## config.mk

```make
export PLATFORM = sky130hd
export DESIGN_NAME = serdes_align_ctrl
export DESIGN_NICKNAME = d
export VERILOG_FILES = /design/src/rtl/serdes_align_ctrl.sv
export SDC_FILE = /design/constraint.sdc
export NUM_CORES = 1
export LEC_CHECK = 0
export BUFFER_PORTS_ARGS = -buffer_cell sky130_fd_sc_hd__buf_2
export CAP_MARGIN = 20
export CELL_PAD_IN_SITES_DETAIL_PLACEMENT = 1
export CELL_PAD_IN_SITES_GLOBAL_PLACEMENT = 1
export CORE_UTILIZATION = 35
export DETAILED_ROUTE_END_ITERATION = 6
export PLACE_DENSITY = 0.8
export SLEW_MARGIN = 20
export SYNTH_ARGS = -nofsm -noshare
export SYNTH_HDL_FRONTEND = slang
export SYNTH_SLANG_ARGS = --single-unit
```

## constraint.sdc

```tcl
create_clock -name CLKDIV -period 2.3 [get_ports CLKDIV]
set_input_delay 0.46 -clock CLKDIV [delete_from_list [all_inputs] [get_ports CLKDIV]]
set_output_delay 0.46 -clock CLKDIV [all_outputs]
set_load 0.05 [all_outputs]
```

## src/rtl/serdes_align_ctrl.sv

```systemverilog
// Word-alignment controller for one ISERDESE2/OSERDESE2 lane pair: SERDES reset, then a bitslip search, then lock.
// Optional IDELAY tap sweep when the whole bit window is exhausted: define SERDES_ALIGN_IDELAY_EN.
`timescale 1ns/1ps

module serdes_align_ctrl #(
    parameter int         DATA_WIDTH    = 8,
    parameter logic [7:0] PATTERN       = 8'h5C,
    parameter int         RST_CYCLES    = 4,
    parameter int         SETTLE_CYCLES = 8,
    parameter int         BITSLIP_WAIT  = 2,
    parameter int         MATCH_COUNT   = 4
) (
    input  logic                  CLKDIV,
    input  logic                  RST,
    input  logic [DATA_WIDTH-1:0] DATA_IN,
    input  logic                  RETRAIN,
    output logic                  SERDES_RST,
    output logic                  BITSLIP,
    output logic                  BUSY,
    output logic                  LOCKED,
    output logic                  FAIL,
    output logic [3:0]            SLIP_CNT,
    output logic [15:0]           ERR_CNT,
    output logic                  IDELAY_CE,
    output logic                  IDELAY_INC,
    output logic [4:0]            TAP_CNT
);

    typedef enum logic [2:0] {
        ST_RESET,
        ST_SETTLE,
        ST_CHECK,
        ST_SLIP,
        ST_WAIT,
        ST_EXHAUST,
        ST_LOCKED,
        ST_FAIL
    } state_t;

    localparam int CNT_MAX_A = (RST_CYCLES > SETTLE_CYCLES) ? RST_CYCLES : SETTLE_CYCLES;
    localparam int CNT_MAX   = (CNT_MAX_A > BITSLIP_WAIT) ? CNT_MAX_A : BITSLIP_WAIT;
    localparam int CNT_W     = $clog2(CNT_MAX + 1);
    localparam int MATCH_W   = $clog2(MATCH_COUNT + 1);

    localparam logic [CNT_W-1:0]      RST_LAST    = CNT_W'(RST_CYCLES - 1);
    localparam logic [CNT_W-1:0]      SETTLE_LAST = CNT_W'(SETTLE_CYCLES - 1);
    localparam logic [CNT_W-1:0]      WAIT_LAST   = CNT_W'(BITSLIP_WAIT - 1);
    localparam logic [MATCH_W-1:0]    MATCH_LAST  = MATCH_W'(MATCH_COUNT - 1);
    localparam logic [3:0]            SLIP_MAX    = 4'(DATA_WIDTH - 1);
    localparam logic [DATA_WIDTH-1:0] PAT         = PATTERN[DATA_WIDTH-1:0];

    state_t             state;
    logic [CNT_W-1:0]   cnt;
    logic [MATCH_W-1:0] match_cnt;
    logic               word_match;

    assign word_match = (DATA_IN == PAT);

`ifdef SERDES_ALIGN_IDELAY_EN
    assign IDELAY_INC = 1'b1;
`else
    assign IDELAY_CE  = 1'b0;
    assign IDELAY_INC = 1'b0;
    assign TAP_CNT    = 5'd0;
`endif

    // NOTE: reset is sampled on the clock edge (synchronous), and all state uses <= so every
    // branch sees the pre-edge values of the counters it compares against.
    always_ff @(posedge CLKDIV) begin
        if (RST) begin
            state      <= ST_RESET;
            cnt        <= '0;
            match_cnt  <= '0;
            SERDES_RST <= 1'b1;
            BITSLIP    <= 1'b0;
            BUSY       <= 1'b1;
            LOCKED     <= 1'b0;
            FAIL       <= 1'b0;
            SLIP_CNT   <= 4'd0;
            ERR_CNT    <= 16'd0;
`ifdef SERDES_ALIGN_IDELAY_EN
            IDELAY_CE  <= 1'b0;
            TAP_CNT    <= 5'd0;
`endif
        end else if (RETRAIN && state != ST_RESET) begin
            // Restart the search without touching the SERDES reset pin.
            state     <= ST_SETTLE;
            cnt       <= '0;
            match_cnt <= '0;
            BITSLIP   <= 1'b0;
            BUSY      <= 1'b1;
            LOCKED    <= 1'b0;
            FAIL      <= 1'b0;
            SLIP_CNT  <= 4'd0;
            ERR_CNT   <= 16'd0;
`ifdef SERDES_ALIGN_IDELAY_EN
            IDELAY_CE <= 1'b0;
            TAP_CNT   <= 5'd0;
`endif
        end else begin
            BITSLIP <= 1'b0;
`ifdef SERDES_ALIGN_IDELAY_EN
            IDELAY_CE <= 1'b0;
`endif
            case (state)
                ST_RESET: begin
                    if (cnt == RST_LAST) begin
                        state      <= ST_SETTLE;
                        cnt        <= '0;
                        SERDES_RST <= 1'b0;
                    end else begin
                        cnt <= cnt + CNT_W'(1);
                    end
                end
                ST_SETTLE: begin
                    if (cnt == SETTLE_LAST) begin
                        state     <= ST_CHECK;
                        cnt       <= '0;
                        match_cnt <= '0;
                    end else begin
                        cnt <= cnt + CNT_W'(1);
                    end
                end
                ST_CHECK: begin
                    if (word_match) begin
                        if (match_cnt == MATCH_LAST) begin
                            state  <= ST_LOCKED;
                            LOCKED <= 1'b1;
                            BUSY   <= 1'b0;
                        end else begin
                            match_cnt <= match_cnt + MATCH_W'(1);
                        end
                    end else begin
                        match_cnt <= '0;
                        if (SLIP_CNT < SLIP_MAX) begin
                            state    <= ST_SLIP;
                            BITSLIP  <= 1'b1;
                            SLIP_CNT <= SLIP_CNT + 4'd1;
                        end else begin
                            state <= ST_EXHAUST;
                        end
                    end
                end
                ST_SLIP: begin
                    state <= ST_WAIT;
                    cnt   <= '0;
                end
                ST_WAIT: begin
                    // ISERDES output is stale for a few words after a slip or tap step.
                    if (cnt == WAIT_LAST) begin
                        state <= ST_CHECK;
                        cnt   <= '0;
                    end else begin
                        cnt <= cnt + CNT_W'(1);
                    end
                end
                ST_EXHAUST: begin
`ifdef SERDES_ALIGN_IDELAY_EN
                    if (TAP_CNT != 5'd31) begin
                        state     <= ST_WAIT;
                        cnt       <= '0;
                        IDELAY_CE <= 1'b1;
                        TAP_CNT   <= TAP_CNT + 5'd1;
                        SLIP_CNT  <= 4'd0;
                    end else begin
                        state <= ST_FAIL;
                        FAIL  <= 1'b1;
                        BUSY  <= 1'b0;
                    end
`else
                    state <= ST_FAIL;
                    FAIL  <= 1'b1;
                    BUSY  <= 1'b0;
`endif
                end
                ST_LOCKED: begin
                    if (!word_match && ERR_CNT != 16'hFFFF) begin
                        ERR_CNT <= ERR_CNT + 16'd1;
                    end
                end
                ST_FAIL: begin
                    state <= ST_FAIL;
                end
                default: begin
                    state <= ST_RESET;
                end
            endcase
        end
    end

endmodule

```

==> results of run 1 <==
==> worst paths after layout <==
path / from / to / cells past startpoint
worst min register to register: SERDES_RST / SERDES_RST / 1
worst max-delay path: ERR_CNT[0] / ERR_CNT[15] / 6
worst min-delay path: RST / SERDES_RST / 2
worst max register to register: ERR_CNT[0] / ERR_CNT[15] / 6
==> layout make-up <==
| type | instances | area, µm² |
|---|---|---|
| clock buffer | 5 | 68.8 |
| clock inverter | 3 | 43.8 |
| fill | 634 | 2860 |
| inverter | 7 | 26.3 |
| multi-input combinational | 164 | 1050 |
| sequential | 35 | 701 |
| tap | 70 | 87.6 |
| timing repair buffer | 43 | 235 |
==> metrics by stage <==
stage | instances | hold slack [ns] | util, % | total power (W)
3_5_place_dp | 319 | 0.438 | 41.4 | 0.00120
3_3_place_gp | 319 | 0.428 | 41.4 | 0.00118
4_1_cts | 327 | 0.373 | 43.7 | 0.00176
6_report | 327 | 0.378 | 43.7 | 0.00175
5_1_grt | 327 | 0.373 | 43.7 | 0.00185
2_1_floorplan | 222 | 0.454 | - | 0.00107
==> power groups by stage <==
stage | combinational, W | sequential [W] | clock (W)
after detailed placement | 0.000492 | 0.000703 | 0
after global placement | 0.000481 | 0.000702 | 0
after global routing | 0.000541 | 0.000696 | 0.000609
final | 0.000497 | 0.000689 | 0.000561
after floorplan | 0.000321 | 0.000751 | 0
after CTS | 0.000497 | 0.000689 | 0.000577
==> synth_stat cells (3+ instances only) <==
| master | number |
|---|---|
| a21oi_1 | 13 |
| a31oi_1 | 3 |
| buf_4 | 7 |
| clkbuf_1 | 7 |
| dfxtp_1 | 35 |
| ha_1 | 6 |
| inv_1 | 6 |
| nand2_1 | 12 |
| nand3_1 | 5 |
| nand4_1 | 5 |
| nor2_1 | 32 |
| nor3_1 | 7 |
| nor3b_1 | 3 |
| nor4_1 | 5 |
| nor4b_1 | 3 |
| o21ai_0 | 9 |
| or3_1 | 3 |
| xnor2_1 | 14 |
==> state kept, by name (all words and copies together), names as in the netlist <==
signal      count
FAIL            1
BITSLIP         1
LOCKED          1
cnt             4
BUSY            1
SERDES_RST      1
state           3
match_cnt       3
ERR_CNT        16
SLIP_CNT        4
==> kinds of logic (layout without fill, tap and decap cells) <==
kind of cell / count (synthesis) / count (layout) / synth area share, %
compound gates: 41 / 41 / 14.4
xor+xnor: 16 / 16 / 7.60
fa+ha+maj: 6 / 6 / 4.07
buf+inv: 23 / 58 / 6.25
flops: 35 / 35 / 38.0
mux: 1 / 1 / 0.543
other cells: 1 / 7 / 0.203
simple gates: 93 / 93 / 28.9
==> layer usage <==
metal	wire, µm	vias up
met4	33	0
li1	-	838
met2	2110	36
met1	2160	822
met3	153	2
met5	0	-
==> worst max-delay path: stages (launching register included) <==
cell and delay, ns:
dfxtp_1 0.35, ha_1 0.23, nand4_1 0.15, nor4_4 0.11, or4_1 0.66, or4_1 0.45, a21oi_1 0.15
==> flow_metrics.py, run 1 <==
metrics = {
    "run_status": {
        "outcome": "complete, but fails checks",
        "violations": "design-rule violations",
    },
    "cells_and_area": {
        "finalNetCount": 273,
        "area_growth_syn_to_layout_pct": 20.2,
        "diodes": 0,
        "stdcell_area_um2": 2220,
        "drive_above_1_share_pct": 24.5,
        "layout_common_cells": "dfxtp_1 (35), buf_2 (35), nor2_1 (32)",
    },
    "die": {
        "die_h_um": 74.6,
        "std_cell_rows": 26,
        "core-area_um2": 5070,
        "dieArea_um2": 5560,
        "die_x_um": 74.6,
        "initial_core_util_pct": 36.3,
        "pin_count": 43,
    },
    "power": {
        "ir_drop_mv": 0.350,
        "power.share.sequential_pct": 39.4,
        "p_per_area_nw_per_um2": 788,
        "p_int_w": 0.00115,
        "comb_power_share_pct": 28.4,
        "p_clk_share_pct": 32.1,
        "switching_share_pct": 34.2,
        "power.leakage_nw": 0.905,
        "switchingPower_w": 0.000598,
    },
    "drt": {
        "vias": 1698,
        "drt-initial-drc-count": 65,
        "routed_via_density": 5.19,
        "wl_per_cell_um": 13.6,
        "drc_errors": 1,
        "routed_wl_um": 4450,
        "drtPass1Iterations": 6,
        "final_antenna_net_count": 0,
    },
    "clock_network": {
        "cts_max_level": 2,
        "ctsHoldBuffers": 0,
        "cts.path.max_buffers": 2,
        "post_cts_buffers": 0,
        "worstSkewPairLatency_ns": 0.29,
        "clkSinkCount": 35,
        "cts_resized": 0,
        "cts_tree": "built",
        "cts-root-buf": "clkbuf_8",
        "clkSlewWorstSetupHoldPaths_ns": 0.08,
        "cts-buffers-inserted": 5,
    },
    "placed_design": {
        "dpl_cell_area_um2": 2100,
        "port_buffers": 35,
        "dp_slack_ns": 0.0975,
        "routabilityCongestion": 0.723,
        "hpwl_um": 3180,
    },
    "global_routing": {
        "use_met1_pct": 22.6,
        "grt_pass1_wl_um": 7240,
        "grtUsageMet2_pct": 27.9,
        "grt.met3_usage_pct": 3.66,
        "grt_usage_pct": 17.1,
        "grt_max_degree": 31,
        "antenna_found_initial": 0,
        "grt_busiest_layer": "met2",
        "overflow": 0,
        "grt_pass1_vias": 1571,
    },
    "synth": {
        "synthCells": 216,
        "synth_top_area_share_pct": 38.0,
        "yosys.area.top_type": "dfxtp_1",
        "syn_avg_cell_area_um2": 8.53,
        "synthTopCellsByArea": "dfxtp_1 (38%), xnor2_1 (6.7%), nor2_1 (6.5%)",
        "synth_seq_cells": 35,
        "synth_edf_count": 0,
        "synthFlopType": "dfxtp_1",
        "synthArstFlopShare_pct": 0,
        "synth_cell_type_count": 51,
        "syn_area_um2": 1840,
        "yosysWarnings": 0,
        "seq_area_frac_synth_pct": 38.0,
    },
    "critical_path": {
        "cp_max_fo": 10,
        "start_kind": "register",
        "cp.arrival_ns": 2.37,
        "critical_path_required_ns": 2.53,
        "critPathKind": "reg -> reg",
        "end_kind": "register",
        "rrSetupSlack_ns": 0.16,
    },
    "sta": {
        "slew_viol_final": 0,
        "setup_tns_ns": 0,
        "worst_pin_slew_ns": 0.613,
        "finalHoldViolCount": 0,
        "worst_slew_margin_rel_pct": 58.8,
        "max_freq_mhz": 466,
        "setup_ws_ns": 0.156,
        "timing.final.crit_period_ns": 2.14,
        "finalClockSkew_ns": 0.00988,
        "fin_crit_sh_pct": 93.2,
        "rsz0062_at_grt": "no",
        "setup-violations-final": 0,
    },
    "run": {
        "cap_violations": 0,
    },
    "hold_path": {
        "worstHoldPathType": "in -> reg",
    },
}
Note: power is estimated with default switching activity, not from simulation.
==> run 2: changes to the inputs <==
--- a/config.mk
+++ b/config.mk
@@ -11,6 +11,7 @@
 export CELL_PAD_IN_SITES_GLOBAL_PLACEMENT = 1
 export CORE_UTILIZATION = 35
 export DETAILED_ROUTE_END_ITERATION = 6
+export MAX_ROUTING_LAYER = met4
 export PLACE_DENSITY = 0.8
 export SLEW_MARGIN = 20
 export SYNTH_ARGS = -nofsm -noshare
==> run 2 against run 1 <==
  * The flow still finishes with violations (design-rule violations)
  * Combinational power hardly changed
  * Maximum frequency is 0.12% higher
  * Sequential share of layout area stayed put
  * First-iteration DRC count stayed put
  * Design area stayed put
  * Sequential cell count stayed put
  * Die area stayed put
  * Non-clock buffer count stayed put
==> flow_metrics.py, run 2 (synthesis gave the netlist of run 1 again) <==
metrics = {
    "run_status": {
        "outcome": "complete, but fails checks",
        "violations": "design-rule violations",
    },
    "clock_network": {
        "cts.path.max_buffers": 2,
        "cts_tree": "built",
        "cts-root-buf": "clkbuf_8",
        "cts_resized": 0,
        "cts-buffers-inserted": 5,
        "ctsHoldBuffers": 0,
        "clkSlewWorstSetupHoldPaths_ns": 0.08,
        "worstSkewPairLatency_ns": 0.29,
        "cts_max_level": 2,
        "post_cts_buffers": 0,
        "clkSinkCount": 35,
    },
    "cells_and_area": {
        "largest_reg_flops": 16,
        "layout_common_cells": "dfxtp_1 (35), buf_2 (35), nor2_1 (32)",
        "diodes": 0,
        "drive_above_1_share_pct": 24.5,
        "fin_util_pct": 43.7,
        "fillers": 634,
        "finalNetCount": 273,
        "area_growth_syn_to_layout_pct": 20.2,
        "reg_top3": "ERR_CNT: 16 flops, SLIP_CNT: 4 flops, cnt: 4 flops",
        "top_register": "ERR_CNT",
    },
    "global_routing": {
        "grt_pass1_vias": 1570,
        "grt_pass1_wl_um": 7250,
        "grt_max_degree": 31,
        "antenna_found_initial": 0,
        "grt_usage_pct": 17.6,
        "overflow": 0,
    },
    "drt": {
        "vias": 1694,
        "routed_via_density": 5.18,
        "wl_per_cell_um": 13.6,
        "drt-initial-drc-count": 65,
        "drtPass1Iterations": 6,
        "wl_met3_um": 145,
        "drc_errors": 1,
        "final_antenna_net_count": 0,
        "wirelength_met1_um": 2160,
        "wl_met2_um": 2090,
        "dr.max_layer_used": "met4",
        "routed_wl_um": 4440,
    },
    "power": {
        "power.leakage_nw": 0.905,
        "ir_drop_mv": 0.350,
        "power_w": 0.00175,
        "p_per_area_nw_per_um2": 789,
    },
    "placed_design": {
        "hpwl_um": 3180,
        "routabilityCongestion": 0.732,
        "port_buffers": 35,
    },
    "critical_path": {
        "critical_path_required_ns": 2.53,
        "cp_max_fo": 10,
        "end_kind": "register",
        "critPathKind": "reg -> reg",
        "cp.arrival_ns": 2.37,
        "start_kind": "register",
    },
    "sta": {
        "whs_ns": 0.378,
        "max_freq_mhz": 467,
        "finalClockSkew_ns": 0.00912,
        "setup_tns_ns": 0,
        "fin_crit_sh_pct": 93.1,
        "finalHoldViolCount": 0,
        "slew_viol_final": 0,
        "worst_pin_slew_ns": 0.613,
        "worst_slew_margin_rel_pct": 58.8,
        "timing.final.crit_period_ns": 2.14,
        "rsz0062_at_grt": "no",
        "setup-violations-final": 0,
    },
    "run": {
        "cap_violations": 0,
    },
    "die": {
        "die_h_um": 74.6,
        "std_cell_rows": 26,
        "core-area_um2": 5070,
        "pin_count": 43,
        "die_x_um": 74.6,
        "initial_core_util_pct": 36.3,
        "dieArea_um2": 5560,
    },
    "hold_path": {
        "worstHoldPathType": "in -> reg",
    },
}
==> run 2: cell counts in the layout (fill, tap and decap cells not counted) <==
Identical to the previous run, type by type.
==> run 2: cell type report <==
class	instances	area, µm²	share of cell area, %
clock buffers	5	68.8	3.11
clock inverters	3	43.8	1.98
inverters	7	26.3	1.19
multi-input cells	164	1050	47.5
flip-flops and latches	35	701	31.6
well taps	70	87.6	3.95
repair buffers	43	235	10.6
==> run 2: power breakdown <==
part / total [W] / leakage [nW] / switching [W] / internal, W
Combinational: 0.000496 / 0.564 / 0.000318 / 0.000179
Clock: 0.000562 / 0.0581 / 0.000239 / 0.000323
Sequential: 0.000689 / 0.283 / 0.0000415 / 0.000648
==> run 2: worst paths after layout <==
kind | depth (start not counted) | from | end | slack, ns
setup / recovery | 6 | ERR_CNT[0] | ERR_CNT[15] | 0.16
hold / removal | 2 | RST | SERDES_RST | 0.38
setup reg to reg | 6 | ERR_CNT[0] | ERR_CNT[15] | 0.16
hold reg to reg | 1 | SERDES_RST | SERDES_RST | 0.45
==> run 2: metal layers <==
metal | track usage (%) | vias up
met2 | 27.9 | 34
li1 | - | 838
met4 | 5.03 | 0
met5 | - | -
met3 | 3.66 | 5
met1 | 22.6 | 817
==> run 2: through the flow <==
| stage | cells | area, µm² | worst slack, ns |
|---|---|---|---|
| after floorplan | 222 | 1870 | 0.00349 |
| after global placement | 319 | 2100 | 0.194 |
| after detailed placement | 319 | 2100 | 0.0975 |
| after CTS | 327 | 2220 | 0.141 |
| after global routing | 327 | 2220 | 0.0521 |
| final | 327 | 2220 | 0.159 |
==> run 2: critical path, cell delays in order (launching register included) <==
cell     delay [ns]
dfxtp_1        0.35
ha_1           0.23
nand4_1        0.15
nor4_4         0.11
or4_1          0.66
or4_1          0.45
a21oi_1        0.15
